===== src/rtl/kbd_event_fifo_if.sv =====
// Event/CPU-side signal bundle for the keyboard event FIFO.
// The master drives events, read acks and overflow clear; the FIFO returns the status word.
interface kbd_event_fifo_if #(
  parameter int DEPTH = 8
);
  localparam int AW = $clog2(DEPTH);

  logic [7:0]  ev_scancode;
  logic        ev_shift;
  logic        ev_valid;
  logic        rd_ack;
  logic        clr_ovf;
  logic [15:0] keyboard_data;
  logic [AW:0] count;

  modport master (
    output ev_scancode, ev_shift, ev_valid, rd_ack, clr_ovf,
    input  keyboard_data, count
  );

  modport slave (
    input  ev_scancode, ev_shift, ev_valid, rd_ack, clr_ovf,
    output keyboard_data, count
  );
endinterface


===== src/rtl/kbd_event_fifo.sv =====
// First-word-fall-through FIFO of {shift, scancode} keyboard events with sticky overflow.
// The head entry is always presented on keyboard_data; a rising edge of rd_ack pops it.
module kbd_event_fifo #(
  parameter int DEPTH = 8,
  localparam int AW = $clog2(DEPTH)
) (
  input  logic          clk,
  input  logic          reset,
  kbd_event_fifo_if.slave bus
);
  localparam logic [AW:0] FULL_CNT = (AW + 1)'(DEPTH);

  logic [8:0]    mem [DEPTH];
  logic [AW-1:0] wr_ptr, rd_ptr;
  logic [AW:0]   cnt;
  logic          ovf, ack_q;

  logic full, ready, pop_req, do_pop, do_push, ovf_set;
  logic [8:0] head;

  assign full    = (cnt == FULL_CNT);
  assign ready   = (cnt != '0);
  assign pop_req = bus.rd_ack & ~ack_q;
  assign do_pop  = pop_req & ready;
  // A pop on a full FIFO frees the slot the same-cycle push lands in.
  assign do_push = bus.ev_valid & (~full | do_pop);
  assign ovf_set = bus.ev_valid & full & ~do_pop;

  always_ff @(posedge clk or negedge reset) begin
    if (!reset) begin
      wr_ptr <= '0;
      rd_ptr <= '0;
      cnt    <= '0;
      ovf    <= 1'b0;
      ack_q  <= 1'b0;
    end else begin
      ack_q <= bus.rd_ack;
      if (do_push) wr_ptr <= wr_ptr + 1'b1;
      if (do_pop)  rd_ptr <= rd_ptr + 1'b1;
      if (do_push && !do_pop)      cnt <= cnt + 1'b1;
      else if (do_pop && !do_push) cnt <= cnt - 1'b1;
      if (ovf_set)          ovf <= 1'b1;
      else if (bus.clr_ovf) ovf <= 1'b0;
    end
  end

  always_ff @(posedge clk) begin
    if (do_push) mem[wr_ptr] <= {bus.ev_shift, bus.ev_scancode};
  end

  assign head              = ready ? mem[rd_ptr] : 9'h000;
  assign bus.keyboard_data = {5'b0, ovf, ready, head};
  assign bus.count         = cnt;
endmodule


===== src/flat_wrapper.sv =====
// flat-port wrapper written by rule: the top's interface ports become plain ports
module kbd_event_fifo_flat 
#(
  parameter int DEPTH = 8,
  localparam int AW = $clog2(DEPTH)
)
  (clk, reset, bus_ev_scancode, bus_ev_shift, bus_ev_valid, bus_rd_ack, bus_clr_ovf, bus_keyboard_data, bus_count);
  kbd_event_fifo_if #(.DEPTH(DEPTH)) bus_i ();
  input  logic clk;
  input  logic reset;
  input wire logic [$bits(bus_i.ev_scancode)-1:0] bus_ev_scancode;
  input wire logic [$bits(bus_i.ev_shift)-1:0] bus_ev_shift;
  input wire logic [$bits(bus_i.ev_valid)-1:0] bus_ev_valid;
  input wire logic [$bits(bus_i.rd_ack)-1:0] bus_rd_ack;
  input wire logic [$bits(bus_i.clr_ovf)-1:0] bus_clr_ovf;
  output wire logic [$bits(bus_i.keyboard_data)-1:0] bus_keyboard_data;
  output wire logic [$bits(bus_i.count)-1:0] bus_count;
  assign bus_i.ev_scancode = bus_ev_scancode;
  assign bus_i.ev_shift = bus_ev_shift;
  assign bus_i.ev_valid = bus_ev_valid;
  assign bus_i.rd_ack = bus_rd_ack;
  assign bus_i.clr_ovf = bus_clr_ovf;
  assign bus_keyboard_data = bus_i.keyboard_data;
  assign bus_count = bus_i.count;
  kbd_event_fifo #(.DEPTH(DEPTH)) u_core (.clk(clk), .reset(reset), .bus(bus_i));
endmodule

===== config.mk =====
export PLATFORM = sky130hd
export DESIGN_NAME = kbd_event_fifo_flat
export DESIGN_NICKNAME = d
export VERILOG_FILES = /design/src/rtl/kbd_event_fifo_if.sv /design/src/rtl/kbd_event_fifo.sv /design/src/flat_wrapper.sv
export SDC_FILE = /design/constraint.sdc
export NUM_CORES = 1
export LEC_CHECK = 0
export ABC_AREA = 1
export ABC_CLOCK_PERIOD_IN_PS = 2200
export CORE_MARGIN = 1.5
export CORE_UTILIZATION = 48
export CTS_BUF_LIST = sky130_fd_sc_hd__clkbuf_4
export DETAILED_ROUTE_END_ITERATION = 6
export GPL_ROUTABILITY_DRIVEN = 0
export PLACE_DENSITY = 0.67
export SKIP_CTS_REPAIR_TIMING = 1
export SLEW_MARGIN = 20
export SYNTH_ARGS = -nofsm -noshare
export SYNTH_HDL_FRONTEND = slang
export SYNTH_SLANG_ARGS = --single-unit

===== constraint.sdc =====
create_clock -name clk -period 2.2 [get_ports clk]
set_input_delay 0.44 -clock clk [delete_from_list [all_inputs] [get_ports clk]]
set_output_delay 0.44 -clock clk [all_outputs]
set_load 0.1 [all_outputs]

==> impl_metrics.json <==
{
  "status": "finished clean",
  "row_count": 33,
  "reg2reg_to": "u_core.bus.count[3]",
  "criticalPathCategory": "reg2out",
  "reg2reg_slack_ns": 0.17,
  "yosysSeqAreaShare": 0.6158,
  "diodes": 0,
  "synth-seq-cells": 84,
  "clockBufferDepth": 2,
  "timing.final.crit_share": 0.9944,
  "start_util": 0.4916,
  "final_cell_area_um2": 4920,
  "synth_top_flop_cell": "edfxtp_1",
  "ys_types": 22,
  "hp-class": "in2async",
  "wl_per_cell_um": 14.93,
  "die_x_um": 94.28,
  "synth_edf_count": 72,
  "worst-path-max-fanout": 14,
  "hpwl_mm": 5.384,
  "clk_latency_ns": 0.44,
  "grt_antenna_before_repair": 0,
  "clock.fmax_mhz": 457.1,
  "dpl-instance-area_um2": 4623,
  "yosysTopAreaCell": "edfxtp_1",
  "synth_xor_area_frac": 0.008761,
  "synth_common_cells": "nand2_1 (107), inv_1 (84), edfxtp_1 (72)",
  "synth-adder-area-share": 0.02065,
  "numCtsBuffers": 9,
  "setup_viol": 0,
  "synth_top_cell_area_share": 0.5407,
  "grt_usage": 0.2035,
  "rr_worst_depth": 12,
  "slew_viol_final": 0,
  "clock_skew_ns": 0.01650,
  "yosysMostFrequentCell": "nand2_1",
  "synth-simple-area-share": 0.2190,
  "dieArea_um2": 8888,
  "rsz0062_at_grt": "yes",
  "regArea_um2": 2479,
  "crit_arrival_ns": 1.75,
  "fp.coreArea_um2": 8134,
  "cts_root_buf": "clkbuf_4",
  "clk_pin_slew_ns": 0.12,
  "grt_max_degree": 29,
  "synth_area_um2": 3999,
  "io_pins": 34,
  "r2r-start": "u_core.bus.count[1]",
  "cts_tree": "yes",
  "start_kind": "register",
  "syn_avg_cell_area_um2": 9.730,
  "drive_gt1_frac": 0.2532,
  "grt.overflow.total": 0,
  "synthMuxAreaShare": 0,
  "grt_pass1_vias": 2684,
  "htreeDepth": 3,
  "dr.pass1.iters": 4,
  "cts_sinks": 84,
  "finalHoldViolCount": 0,
  "synthArstFlopShare": 0.1429,
  "drtIter0Drc": 170,
  "nNetsFinal": 490,
  "worst_pin_slew_ns": 0.5684,
  "critPathCaptureType": "output port",
  "drc": 0,
  "viasPerCell": 4.826,
  "nFillCells": 682,
  "syn_inst": 411,
  "synth_warnings": 0,
  "port_buffers": 28,
  "fin_util": 0.6048,
  "postRouteAntennaNets": 0,
  "synth_top_family_by_area": "simple AND/OR/NAND/NOR gates",
  "maxSlewHeadroom": 0.6199,
  "synth_compound_area_frac": 0.006258,
  "multiInputGateArea_um2": 1170,
  "grt_pass1_wl_mm": 13.15,
  "synthToLayoutAreaGrowth_pct": 23.03,
  "synth_area_leaders": "edfxtp_1 (54%), nand2_1 (10%), inv_1 (7.9%)",
  "finalCriticalPeriod_ns": 2.188,
  "drv_cap": 0,
  "die_h_um": 94.28,
  "wl_mm": 8.645,
  "cp.required_ns": 1.76,
  "crit_path_start": "u_core.rd_ptr[0]",
  "vias": 2794
}
## stage by stage
| stage | worst slack [ns] | cells | setup TNS (ns) | hold WS [ns] |
|---|---|---|---|---|
| 5_1_grt | -0.06570 | 579 | -0.4355 | 0.4047 |
| 3_5_place_dp | -0.1330 | 554 | -0.2511 | 0.5155 |
| 6_report | 0.01234 | 579 | 0 | 0.3579 |
| 2_1_floorplan | 0.01409 | 415 | 0 | 0.1444 |
| 3_3_place_gp | -0.07200 | 554 | -0.09015 | 0.5141 |
| 4_1_cts | -0.1345 | 569 | -0.9318 | 0.3784 |
## layout make-up
type	instances	share of cell area
clock buffer	10	0.01526
clock inverter	5	0.006104
inverter	87	0.06740
multi-input combinational	224	0.2378
sequential	84	0.5038
tap	105	0.02670
timing repair buffer	64	0.1429
## per-layer routing
metal	vias to the layer above	share of wire	GRT usage
met5	-	0	0
met4	0	0.013	0.06592
met3	10	0.050	0.04126
met2	70	0.50	0.3405
met1	1328	0.44	0.2646
li1	1386	-	-
## logic make-up (layout without fill, tap and decap cells)
| kind of cell | Yosys count | after routing |
|---|---|---|
| other cells | 1 | 5 |
| flops | 84 | 84 |
| compound gates | 5 | 5 |
| xor+xnor | 4 | 4 |
| simple gates | 204 | 204 |
| fa+ha+maj | 6 | 6 |
| buf+inv | 107 | 166 |
## registers in the layout, indices dropped and copies added (netlist names)
signal / cells
u_core.wr_ptr: 3
u_core.ack_q: 1
u_core.rd_ptr: 3
u_core.mem: 72
u_core.ovf: 1
u_core.bus.count: 4
## placed cells by master (no fill, tap or decap), drive strengths merged, types with 5 or more instances in the layout
master / n
nor2: 30
clkdlybuf4s50: 13
ha: 5
clkbuf: 11
inv: 87
o21ai: 5
edfxtp: 72
buf: 50
nand3: 50
dfrtp: 12
conb: 5
nand2: 121
## critical path, cell delays in order, from the launching register on
cell	delay [ns]
dfrtp_2	0.47
inv_4	0.12
clkbuf_16	0.18
nand2_1	0.05
nand3_1	0.06
nand2_1	0.07
nor2_2	0.13
nor2_4	0.06
buf_12	0.16
## worst max path at each step
stage,end,slack (ns),cells past startpoint
global placement,u_core.bus.count[3],-0.07,13
global route,bus_keyboard_data[8],-0.07,8
detailed placement,u_core.bus.count[3],-0.13,13
CTS,bus_keyboard_data[5],-0.13,8
finish,bus_keyboard_data[5],0.01,8
floorplan,u_core.bus.count[3],0.01,12
Power is left out: the tool's default activity adds up to more than one toggle a clock period on the data nets, which glitch-free logic cannot reach.
==> variant 1: new RTL, same settings <==
Compare `cnt` against `FULL_CNT` with >= in place of ==.
--- a/src/rtl/kbd_event_fifo.sv
+++ b/src/rtl/kbd_event_fifo.sv
@@ -20,3 +20,3 @@
 
-  assign full    = (cnt == FULL_CNT);
+  assign full    = (cnt >= FULL_CNT);
   assign ready   = (cnt != '0);
Formal check against the unedited RTL: no difference found for any inputs over 10 cycles, from zero or initial values and one cycle with reset low; that may be too few to reach the edited logic, so the function may still have changed.
==> variant 1 against the original RTL <==
The run now ends with setup timing left. Area after synthesis is 1.4% lower. Final area decreased by 0.41%. First-iteration DRC count down 31%. Fmax down 3.1%. Register-to-register slack got worse by 0.09 ns. Setup slack got worse by 0.069 ns. Count of clock-buffer cells in the layout shrank 1. Wire length is 0.50% higher. Sequential cell count stayed put.
Power is not shown: default switching activity piles up to over one toggle a cycle in this logic, so the estimate is an artifact.
==> variant 1: results (changes against the original RTL) <==
* Post-synthesis xor/xnor area fraction at 0.889% (was 0.876%)
* Met2 wire len at 4470 um (was 4290 um)
* All-Layer GR Usage at 20.5% (was 20.3%)
* Crit path to: bus_keyboard_data[3] (was bus_keyboard_data[5])
* Adder-cell area share of the yosys netlist at 2.10% (was 2.07%)
* Compound-Gate Fraction of Synth Area at 0.762% (was 0.626%)
* Routed WL at 8690 um (was 8650 um)
* Failing checks: setup timing
* M1 WL at 3690 um (was 3810 um)
* Reg2reg path depth at 13 (was 12)
* Layout cell share with drive strength beyond 1 at 23.8% (was 25.3%)
* Status: finished, violations left (was completed)
* Critical-path maximum fanout at 9 (was 14)
* WHS at 0.350 ns (was 0.358 ns)
* Fin Setup TNS at -0.349 ns (was 0 ns)
* GR Util met1 at 25.9% (was 26.5%)
* Sequential share of the synthesized area at 62.5% (was 61.6%)
* Final HPWL DP at 5440 um (was 5380 um)
* Avg Vias per Cell at 4.86 (was 4.83)
* Pre-CTS setup slack at -0.308 ns (was -0.133 ns)
* Worst EP arrival at 1.82 ns (was 1.75 ns)
* Setup violators final at 9 (was 0)
* Largest net degree at the start of global routing at 38 (was 29)
* Reg-to-reg setup timing slack at 0.08 ns (was 0.17 ns)
* Fill cells at 645 (was 682)
* Worst setup margin at -0.0570 ns (was 0.0123 ns)
variant 1: metrics by stage:
stage	cells	cell area, sq um
2_1_floorplan	409	4030
3_3_place_gp	545	4560
3_5_place_dp	545	4560
4_1_cts	561	4680
5_1_grt	576	4900
6_report	576	4900
variant 1: layout make-up:
cell class | instances | area share [%]
clock buffers | 9 | 1.38
clock inverters | 7 | 1.05
inverters | 84 | 6.74
multi-input cells | 221 | 22.7
flip-flops and latches | 84 | 50.5
well taps | 102 | 2.60
repair buffers | 67 | 14.5
repair inverters | 2 | 0.511
variant 1: worst max-delay path, cell delays in order, from the launching register on:
cell	delay [ns]
dfrtp_2	0.44
buf_6	0.14
clkinv_8	0.07
buf_12	0.15
nand2_1	0.06
nand3_1	0.06
nand2_1	0.10
nor2_2	0.06
nor2_4	0.13
buf_12	0.18
==> variant 2: new RTL, same flow settings <==
Without the edit above. `DEPTH` is set to 8 in 3 places; all go to 4.
--- a/src/rtl/kbd_event_fifo_if.sv
+++ b/src/rtl/kbd_event_fifo_if.sv
@@ -3,3 +3,3 @@
 interface kbd_event_fifo_if #(
-  parameter int DEPTH = 8
+  parameter int DEPTH = 4
 );
--- a/src/rtl/kbd_event_fifo.sv
+++ b/src/rtl/kbd_event_fifo.sv
@@ -3,3 +3,3 @@
 module kbd_event_fifo #(
-  parameter int DEPTH = 8,
+  parameter int DEPTH = 4,
   localparam int AW = $clog2(DEPTH)
--- a/src/flat_wrapper.sv
+++ b/src/flat_wrapper.sv
@@ -3,3 +3,3 @@
 #(
-  parameter int DEPTH = 8,
+  parameter int DEPTH = 4,
   localparam int AW = $clog2(DEPTH)
Interface: changed (resized bus_count); port bits go from 34 to 33. The function was not compared with the original's and may differ.
==> variant 2 against the original RTL <==
Fmax is 6.2% higher. Hold slack improved by 0.013 ns. Die area shrank 46%. Area after synthesis down 47%. Setup slack better by 0.13 ns. Sequential cell count down 39. Wire length decreased by 58%. Final area decreased by 45%. Count of clock-buffer cells in the layout decreased by 4. Highest routed layer unchanged.
Power is not shown: default switching activity piles up to over one toggle a cycle in this logic, so the estimate is an artifact.
==> variant 2: results (changes against the original RTL) <==
* Status: completed (unchanged)
* First-pass GRT wire length at 5920 um (was 13200 um)
* Routed via count at 1406 (was 2794)
* Clock transition at path regs at 0.13 ns
* Top reg by flops: u_core.mem (unchanged)
* Worst skew pair latency at 0.35 ns (was 0.44 ns)
* H-tree depth at 2 (was 3)
* Worst Hold Class: primary input to async pin (unchanged)
* Most area-consuming cells after synthesis: edfxtp_1 51%, dfrtp_1 11%, nand2_1 9.3% (was edfxtp_1 54%, nand2_1 10%, inv_1 7.9%)
* R2R Path End: u_core.bus.count[2] (was u_core.bus.count[3])
* Max reg flops at 36 (was 72)
* Synth top cells by count: 52 x nand2_1, 51 x inv_1, 36 x edfxtp_1 (was 107 x nand2_1, 84 x inv_1, 72 x edfxtp_1)
* First-pass detailed-route iteration total at 4 (unchanged)
* Reg-to-reg setup timing slack at 0.36 ns (was 0.17 ns)
* Post-synth ARST share at 20.0% (was 14.3%)
* Layout cell share with drive strength beyond 1 at 21.6% (was 25.3%)
* Crit path to: bus_keyboard_data[7] (was bus_keyboard_data[5])
* Critical-path maximum fanout at 19 (was 14)
* Initial DRC count at 69 (was 170)
* IO Port Bufs at 27 (was 28)
* All-Layer GR Usage at 16.6% (was 20.3%)
* Root buf cell: clkbuf_4 (unchanged)
* WL per Instance at 11.9 um (was 14.9 um)
* Sequential share of the synthesized area at 62.0% (was 61.6%)
* Placement-stage cell area at 0.00265 sq mm (was 0.00462 sq mm)
* Initial antenna violation count at 0 (unchanged)
* Yosys cell types at 22 (unchanged)
* Post-layout net count at 274 (was 490)
* Worst EP arrival at 1.62 ns (was 1.75 ns)
* CTS max path bufs at 2 (unchanged)
* Synth Warn # at 0 (unchanged)
* Die area at 0.00479 sq mm (was 0.00889 sq mm)
* Number of global-route vias before repair at 1226 (was 2684)
* CTS Buf Count at 5 (was 9)
* Largest net degree at the start of global routing at 20 (was 29)
* FF-to-FF Start: u_core.bus.count[0] (was u_core.bus.count[1])
* Worst Setup SP: u_core.rd_ptr[0] (unchanged)
* Reg2reg path depth at 10 (was 12)
* N_diodes at 0 (unchanged)
* Final HPWL DP at 2550 um (was 5380 um)
* Clock Skew at 0.0145 ns (was 0.0165 ns)
* Post-synth EDFFs at 36 (was 72)
-- variant 2: cell count changes in the layout (fill, tap and decap cells not counted), sizes merged, moves of 3 or more --
cell	unedited run	this run
a21oi	0	9
buf	50	28
clkbuf	11	6
dfrtp	12	9
edfxtp	72	36
inv	87	53
nand2	121	54
nand3	50	23
nor2	30	5
o21ai	5	1
-- variant 2: per-layer routing --
layer | GRT usage [%] | vias to the layer above | share of wire (%)
li1 | - | 733 | -
met1 | 21.1 | 640 | 46
met2 | 27.0 | 31 | 50
met3 | 4.80 | 2 | 3.3
met4 | 5.88 | 0 | 0.58
met5 | 0 | - | 0
-- variant 2: layout make-up --
class,count,area (sq um)
inverters,54,205
multi-input cells,107,632
clock inverters,2,15.0
repair buffers,41,453
flip-flops and latches,45,1310
fillers,324,1390
clock buffers,6,45.0
well taps,50,62.6
-- variant 2: logic make-up after synthesis --
kind of cell	Yosys count	synth area share (%)
fa+ha+maj	6	3.92
buf+inv	65	13.5
other cells	1	0.178
flops	45	62.0
simple gates	83	16.9
compound gates	11	2.67
xor+xnor	2	0.832
-- variant 2: per-stage QoR --
| step | cells | utilization [%] | worst slack, ns | TNS (ns) | hold WS (ns) |
|---|---|---|---|---|---|
| after global routing | 305 | 66.2 | 0.0246 | 0 | 0.376 |
| after CTS | 303 | 65.7 | -0.273 | -2.04 | 0.370 |
| after global placement | 295 | 64.3 | 0.0726 | 0 | 0.517 |
| final | 305 | 66.2 | 0.140 | 0 | 0.371 |
| after floorplan | 217 | - | 0.0959 | 0 | 0.144 |
| after detailed placement | 295 | 64.3 | 0.0113 | 0 | 0.523 |
-- variant 2: worst max-delay path, stage by stage, from the launching register on --
cell and delay (ns):
dfrtp_2 0.45, inv_2 0.17, nand2_1 0.11, nand3_1 0.12
a21oi_4 0.21, buf_12 0.19
